`src/rtl/sha3_pkg.sv`:
```
// Shared constants, state encoding and helpers for the SHA-3 message padder.
package sha3_pkg;

   localparam logic [7:0] DOMAIN_KECCAK = 8'h01;
   localparam logic [7:0] DOMAIN_SHA3   = 8'h06;
   localparam logic [7:0] DOMAIN_SHAKE  = 8'h1F;
   localparam logic [7:0] PAD_LAST_BYTE = 8'h80;

   localparam int RATE_1152 = 1152;
   localparam int RATE_1088 = 1088;
   localparam int RATE_832  = 832;
   localparam int RATE_576  = 576;

   typedef enum logic [1:0] {
      ST_ACCEPT = 2'd0,
      ST_PAD    = 2'd1,
      ST_FULL   = 2'd2,
      ST_DONE   = 2'd3
   } pad_state_t;

   // Width of the valid-byte count; never narrower than one bit.
   function automatic int bn_width(input int in_w);
      return (in_w > 8) ? $clog2(in_w / 8) : 1;
   endfunction

endpackage

```
`src/rtl/padder_word.sv`:
```
// Combinational pad10*1 word builder: keeps the valid bytes, inserts the
// domain byte, zero-fills, and sets the closing 0x80 bit on the block's last word.
module padder_word import sha3_pkg::*; #(
   parameter int         IN_W   = 32,
   parameter logic [7:0] DOMAIN = DOMAIN_SHA3,
   localparam int        BN_W   = bn_width(IN_W)
) (
   input  logic [IN_W-1:0] in,
   input  logic [BN_W-1:0] byte_num,
   input  logic            last_in_block,
   input  logic            pad_only,
   output logic [IN_W-1:0] out
);

   localparam int NB = IN_W / 8;

   always_comb begin
      out = '0;
      // Byte 0 sits in the most-significant position.
      for (int i = 0; i < NB; i++) begin
         if (!pad_only && i < int'(byte_num)) begin
            out[IN_W-1-8*i -: 8] = in[IN_W-1-8*i -: 8];
         end else if (!pad_only && i == int'(byte_num)) begin
            out[IN_W-1-8*i -: 8] = DOMAIN;
         end
      end
      if (last_in_block) begin
         out[7:0] = out[7:0] | PAD_LAST_BYTE;
      end
   end

endmodule

```
`src/rtl/padder_stream.sv`:
```
// Word-serial Keccak/SHA-3 padder: shifts message words into a rate-wide
// block, applies pad10*1 on the final word and hands complete blocks onward.
module padder_stream import sha3_pkg::*; #(
   parameter int         IN_W   = 32,
   parameter int         RATE   = 576,
   parameter logic [7:0] DOMAIN = DOMAIN_SHA3,
   localparam int        BN_W   = bn_width(IN_W)
) (
   input  logic            clk,
   input  logic            reset,
   input  logic [IN_W-1:0] in,
   input  logic            in_ready,
   input  logic            is_last,
   input  logic [BN_W-1:0] byte_num,
   output logic            buffer_full,
   output logic [RATE-1:0] out,
   output logic            out_ready,
   input  logic            f_ack,
   output pad_state_t      state_dbg
);

   localparam int               WPB      = RATE / IN_W;
   localparam int               CNT_W    = $clog2(WPB + 1);
   localparam logic [CNT_W-1:0] CNT_LAST = CNT_W'(WPB - 1);

   // Handshake: a word moves when in_ready && !buffer_full at a rising edge;
   // a block moves when out_ready && f_ack at a rising edge.
   pad_state_t      state;
   logic [CNT_W-1:0] cnt;
   logic            finished;
   logic            last_in_block;
   logic            pad_only;
   logic [IN_W-1:0] pad_word;
   logic [IN_W-1:0] shift_word;
   logic [RATE-1:0] out_shifted;

   assign last_in_block = (cnt == CNT_LAST);
   assign pad_only      = (state == ST_PAD);

   padder_word #(
      .IN_W   (IN_W),
      .DOMAIN (DOMAIN)
   ) u_padder_word (
      .in            (in),
      .byte_num      (byte_num),
      .last_in_block (last_in_block),
      .pad_only      (pad_only),
      .out           (pad_word)
   );

   assign shift_word = (state == ST_ACCEPT && !is_last) ? in : pad_word;

   if (WPB == 1) begin : g_single
      assign out_shifted = shift_word;
   end else begin : g_multi
      assign out_shifted = {out[RATE-IN_W-1:0], shift_word};
   end

   always_ff @(posedge clk or negedge reset) begin
      if (!reset) begin
         state    <= ST_ACCEPT;
         cnt      <= '0;
         finished <= 1'b0;
         out      <= '0;
      end else begin
         case (state)
            ST_ACCEPT: begin
               if (in_ready) begin
                  out <= out_shifted;
                  cnt <= cnt + CNT_W'(1);
                  if (is_last) begin
                     finished <= 1'b1;
                  end
                  if (last_in_block) begin
                     state <= ST_FULL;
                  end else if (is_last) begin
                     state <= ST_PAD;
                  end
               end
            end
            ST_PAD: begin
               out <= out_shifted;
               cnt <= cnt + CNT_W'(1);
               if (last_in_block) begin
                  state <= ST_FULL;
               end
            end
            ST_FULL: begin
               if (f_ack) begin
                  cnt   <= '0;
                  state <= finished ? ST_DONE : ST_ACCEPT;
               end
            end
            default: begin
            end
         endcase
      end
   end

   // Status flags decode straight from the state register, so no input
   // reaches an output combinationally.
   assign buffer_full = (state != ST_ACCEPT);
   assign out_ready   = (state == ST_FULL);
   assign state_dbg   = state;

endmodule

```
`config.mk`:
```
export PLATFORM = sky130hd
export DESIGN_NAME = padder_stream
export DESIGN_NICKNAME = d
export VERILOG_FILES = /design/src/rtl/sha3_pkg.sv /design/src/rtl/padder_word.sv /design/src/rtl/padder_stream.sv
export SDC_FILE = /design/constraint.sdc
export NUM_CORES = 1
export LEC_CHECK = 0
export BUFFER_PORTS_ARGS = -buffer_cell sky130_fd_sc_hd__buf_2
export CAP_MARGIN = 20
export CORE_AREA = 2 2 243 245
export CTS_CLUSTER_DIAMETER = 40
export DETAILED_ROUTE_END_ITERATION = 8
export DIE_AREA = 0 0 245 247
export GPL_TIMING_DRIVEN = 0
export HOLD_SLACK_MARGIN = 0.05
export PLACE_DENSITY = 0.62
export RECOVER_POWER = 25
export SYNTH_ARGS = -nofsm -noshare
export SYNTH_HDL_FRONTEND = slang
export SYNTH_SLANG_ARGS = --single-unit
```
`constraint.sdc`:
```
create_clock -name clk -period 3.3 [get_ports clk]
set_clock_uncertainty 0.05 [all_clocks]
set_input_delay 0.495 -clock clk [delete_from_list [all_inputs] [get_ports clk]]
set_output_delay 0.495 -clock clk [all_outputs]
set_load 0.02 [all_outputs]
```
Yosys cells after proc, flatten, opt, wreduce, memory -nomap -nowiden. Cells that the tools add are included.

Input bits: 39. Output and inout port bits: 580. Bits in registers: 584. Word-level logic and storage cells: 58.

Equal/unequal tests: 10. Add/sub/neg operators: 1. Reduce and logical (&&, ||, !) cells: 19. Magnitude comparators: 3. Multiplexer cells: 21.

Operators with widths (count): $pmux 576 s2 (1); $mux 576 (1); $mux 32 (1); $mux 8 (4); $pmux 5 s3 (1); $mux 2 (6); $mux 3 (4); $mux 5 (2); $logic_and 1x1->1 (8); $pmux 2 s3 (1); $reduce_and 3->1 (2); $add 5x1->5 const B (1); $eq 5x5->1 const B (1); $reduce_and 5->1 (1); $eq 2x2->1 const A (2); $logic_not 2->1 (2); $lt 1x2->1 const A (2); $ne 2x2->1 const B (2); $reduce_bool 2->1 (2); $ne 3x3->1 const B (1); $reduce_bool 3->1 (1); $eq 1x2->1 const A (1); $eq 2x1->1 const B (1); $eq 2x2->1 const B (1); 4 further kinds (5).

Longest topological paths before layout.
Depth in word-level cells: 8. Depth in mapped cells: 9. Depth with buffers taken out: 6.

Modules after synthesis. From an unflattened synthesis, not the netlist that was laid out.

Cells, all modules: 1391. Area total of the unflattened synthesis: 23754.0 um2.

Modules (own cells, without submodules): padder_stream (sequential area each 14614.0 um2, cells an instance 1346, times used 1, area each 23461.3 um2); padder_word (sequential area each 0.0 um2, cells an instance 45, times used 1, area each 292.8 um2).

Least setup slack after synthesis. Ideal clock, no wire load.

Kind: register to register. Start point: reg state[0], in the netlist state_dbg[0]. End point: reg out[17]. Setup slack: 1.281 ns. Clock period less this slack: 2.019 ns. Path buffers: 2. Cell stages (with the launch flop): 8. Setup time: 0.126 ns. Data required time: 3.124 ns. Data arrival time: 1.843 ns. Cells stage by stage: dfrtp_1 -> inv_1 -> ha_1 -> and2b_4 -> or2_1 -> buf_4 -> buf_6 -> a221o_1.

Cells in the longest elaborated chain, start to end: 8. Elaborated cells on any way between the ends: 14. Classes of those cells: 2 x eq/ne; 5 x mux; 7 x reduce/logical.

RTL lines: start, declared (RTL line padder_stream.sv:28) `pad_state_t state;`; start signal, assigned (RTL line padder_stream.sv:91) `state <= finished ? ST_DONE : ST_ACCEPT;`; $eq 2x1->1 (RTL line padder_stream.sv:38, padder_stream.sv:66); $logic_not 1->1 (RTL line padder_word.sv:21, padder_word.sv:23); $logic_and 1x1->1 (RTL line padder_word.sv:23) `end else if (!pad_only && i == int'(byte_num)) begin`; $mux 3 (RTL line padder_word.sv:23); $mux 8 (RTL line padder_word.sv:21) `if (!pad_only && i < int'(byte_num)) begin`; $mux 32 (RTL line padder_stream.sv:51) `assign shift_word = (state == ST_ACCEPT && !is_last) ? in : pad_word;`; $mux 576 (RTL line padder_stream.sv:68) `if (in_ready) begin`; $pmux 576 s2 (RTL line padder_stream.sv:66) `case (state)`; end signal, assigned (RTL line padder_stream.sv:69) `out <= out_shifted;`; end signal, assigned (RTL line padder_stream.sv:82) `out <= out_shifted;`; end, declared (RTL line padder_stream.sv:16) `output logic [RATE-1:0] out,`.

Parallel ways exist; a longest one is shown, timed or not. The select of a mux whose other input is x is not followed. A chain may end at the register's enable or synchronous reset.

Worst setup path after layout.
Start point: reg state[0], in the netlist state_dbg[0]. End point: reg out[7].

Cells in the longest elaborated chain, start to end: 5. Elaborated cells on any way between the ends: 9. Classes of those cells: 2 x eq/ne; 3 x mux; 4 x reduce/logical.

RTL lines (RTL line): $logic_not 2->1 (padder_stream.sv:51, padder_stream.sv:66); $logic_and 1x1->1 (padder_stream.sv:51); $mux 32 (padder_stream.sv:51); $mux 576 (padder_stream.sv:68); $pmux 576 s2 (padder_stream.sv:66).

Parallel ways exist; a longest one is shown, timed or not. The select of a mux whose other input is x is not followed.

==> qor.txt <==
CP Data Arrival Time - 3.22 ns
CP top delay family - buffers and inverters
post-DP HPWL - 61400 um
met1 WL - 32300 um
synth top area cells - dfrtp_1 (66%), nand2_1 (28%), buf_2 (1.7%), a22o_1 (0.75%), clkbuf_1 (0.56%)
Area after DPL - 0.0263 mm2
count of final setup violators - 0
met2 WL post-DR - 39000 um
# resized after CTS - 0
hold depth - 2
Finished Cell Area - 0.0299 mm2
final antenna-violating net count - 0
hold-critical path endpoint - finished
Hold Fails Final Rpt - 0
wire per inst - 19.9 um
Gate Count Post-Synth - 2466
Chip Width - 245 um
syn nets - 2511
FP Rows - 89
setup slack, reg-to-reg - 0.52 ns
Final Non-Filler Cells - 4078
library cells used by synthesis - 31
Hold Startpoint - in_ready
largest net degree at the start of global routing - 117
setup TNS - 0 ns
RSZ-0062 raised after global routing - no
Slowest-stage cell, CP - buf_2
clk_lat worst skew - 0.64 ns
worst r2r src - state_dbg[0]
die area - 0.0605 mm2
Max Buffers Root-to-Sink - 3
CP Cell Sequence - inv_1 -> ha_1 -> and2b_4 -> nor2_2 -> buf_4 -> buf_2 -> buf_2 -> a31oi_1
Worst R2R Path Depth - 8
Worst EP required - 3.74 ns
most used cell, CP - buf_2
TritonCTS clock tree - built
Top Metal Used - met5
Die H - 247 um
Synth Cell Area - 0.0221 mm2
failing checks - capacitance limit, slew limit
total track usage - 0.266
commonest non-fill, non-tap cell in the layout - nand2_1
Post-Route WL - 81200 um
vias in the first global route - 19000
status - finished with violations
CTS Sinks - 584
post-synthesis average cell area - 8.96 um2
Area Overhead vs Synth - 35.4%
Avg Vias per Cell - 4.73
share of cells above drive strength 1 - 0.219
Leak Pwr - 0.0178 uW
Nets - 3266
worst hold margin - 0.0867 ns
clk slew on worst S/H paths - 0.05 ns
DR WL met3 - 7160 um
Tcrit/Tclk final - 0.841
reg2reg end - out[7]
remaining routing DRC violations - 0
most frequent cells in the layout - nand2_1 (1660), dfrtp_1 (584), buf_2 (520)
DR vias - 19300
max_cap viols - 2
GRT Residual Overflow - 0
Starting Density - 0.380
area share of the leading cell type in the synthesized netlist - 0.661
H-tree depth - 3
Synth Register Bits - 584
fin. max-slew vios - 226
area leader, netlist - dfrtp_1
CP Launch Type - register
Max Clk Rate - 0.360 GHz
Root Driver - clkbuf_16
initial antenna violation count - 2
first-pass GRT wire length - 120000 um
Port Buffers - 617
core footprint - 0.0582 mm2
CTS Buf Count - 100
crit path time final - 2.78 ns
CP Buf/Inv Count - 4
HP Class - in -> reg
Power Dens Cells - 609 mW/mm2
Seq/Total Area, Yosys - 0.661
Placed Cells - 3861
maximum vdd ir drop - 0.429 mV
Ys Warns - 0
Max FO, Critical Path - 10
Worst Setup Path Type - reg -> reg
Antenna Cells - 0
Max stage delay on crit path - 0.44 ns
Worst slew margin - -0.103
GPL Wtd Cong - 0.889
Ports - 619
CP endpoint kind - register
1st-pass router iterations - 5
worst-margin pin slew - 1.65 ns
Initial DRC Count - 1239
-- Yosys cell counts --
| library cell | instances |
|---|---|
| nand3_1 | 8 |
| a31oi_1 | 1 |
| nand2b_1 | 4 |
| a31o_2 | 1 |
| or3_1 | 2 |
| or2_1 | 1 |
| a21o_1 | 1 |
| clkbuf_1 | 33 |
| nor4bb_1 | 2 |
| nor2b_1 | 3 |
| nor4b_1 | 1 |
| and3_1 | 1 |
| nor2_2 | 1 |
| buf_6 | 1 |
| a221o_1 | 2 |
| buf_4 | 12 |
| o21ai_0 | 11 |
| a22o_1 | 19 |
| nor2_1 | 7 |
| inv_1 | 4 |
| mux2i_1 | 1 |
| a21oi_1 | 13 |
| buf_2 | 73 |
| buf_1 | 8 |
| nand2_1 | 1660 |
| o21bai_1 | 2 |
| ha_1 | 6 |
| nor4_1 | 2 |
| nor3_1 | 1 |
| and2b_4 | 1 |
| dfrtp_1 | 584 |
-- flip-flops by register name (all words and copies together) (netlist names) --
signal,count
state_dbg,2
cnt,5
out,576
finished,1
-- power breakdown --
| part | leakage (uW) | switching, uW | total (uW) | internal, uW |
|---|---|---|---|---|
| combinational | 0.00801 | 163 | 222 | 58.3 |
| sequential | 0.00813 | 4.40 | 7180 | 7170 |
| clock | 0.00169 | 3870 | 10800 | 6950 |
-- how the worst max path moves through the flow --
stage	from	to	slack, ns	cells past startpoint
after global routing	reset	out[139]	0.21	4
final	state_dbg[0]	out[7]	0.52	8
after detailed placement	state_dbg[0]	out[7]	0.43	8
after global placement	reset	out[18]	-10.86	1
after CTS	state_dbg[0]	out[7]	0.42	8
after floorplan	state_dbg[0]	out[17]	1.28	7
-- worst register-to-register path: stages, from the launching register on --
cell and delay, ns:
dfrtp_1 0.42, inv_1 0.08, ha_1 0.30, and2b_4 0.24, nor2_2 0.30, buf_4 0.31
buf_2 0.37, buf_2 0.44, a31oi_1 0.13
-- timing repair --
item / 4_1_cts / 5_1_grt
buffers inserted: 0 / 0
hold buffers: 31 / 0
endpoints found under the setup margin: 0 / 0
endpoints found under the hold margin: 73 / 0
-- kinds of logic after synthesis --
logic type | after synthesis | share of synthesized area
AO/OA/AOI/OAI | 50 | 0.0156
adder cells (fa/ha/maj) | 6 | 0.00340
buffers and inverters | 131 | 0.0288
flip-flops | 584 | 0.661
multiplexers | 1 | 0.000453
AND/OR/NAND/NOR | 1694 | 0.291
-- metrics by stage --
stage	setup WS, ns	total power, uW	utilization
after global placement	-10.86	7490	0.449
after floorplan	1.28	7310	-
final	0.525	18200	0.514
after CTS	0.424	18400	0.518
after detailed placement	0.433	7510	0.452
after global routing	0.211	18700	0.514
-- metal layers --
metal	up-vias	GRT usage
li1	9086	-
met1	9344	0.327
met2	704	0.440
met3	139	0.0802
met4	2	0.101
met5	-	0
-- cell type report --
class | count | area, um2
fillers | 5587 | 28300
flip-flops and latches | 584 | 14600
multi-input cells | 1751 | 6860
repair buffers | 653 | 3290
clock buffers | 117 | 2700
well taps | 773 | 967
clock inverters | 69 | 858
plain buffers | 127 | 621
inverters | 4 | 15.0
(Power assumes the default switching activity.)
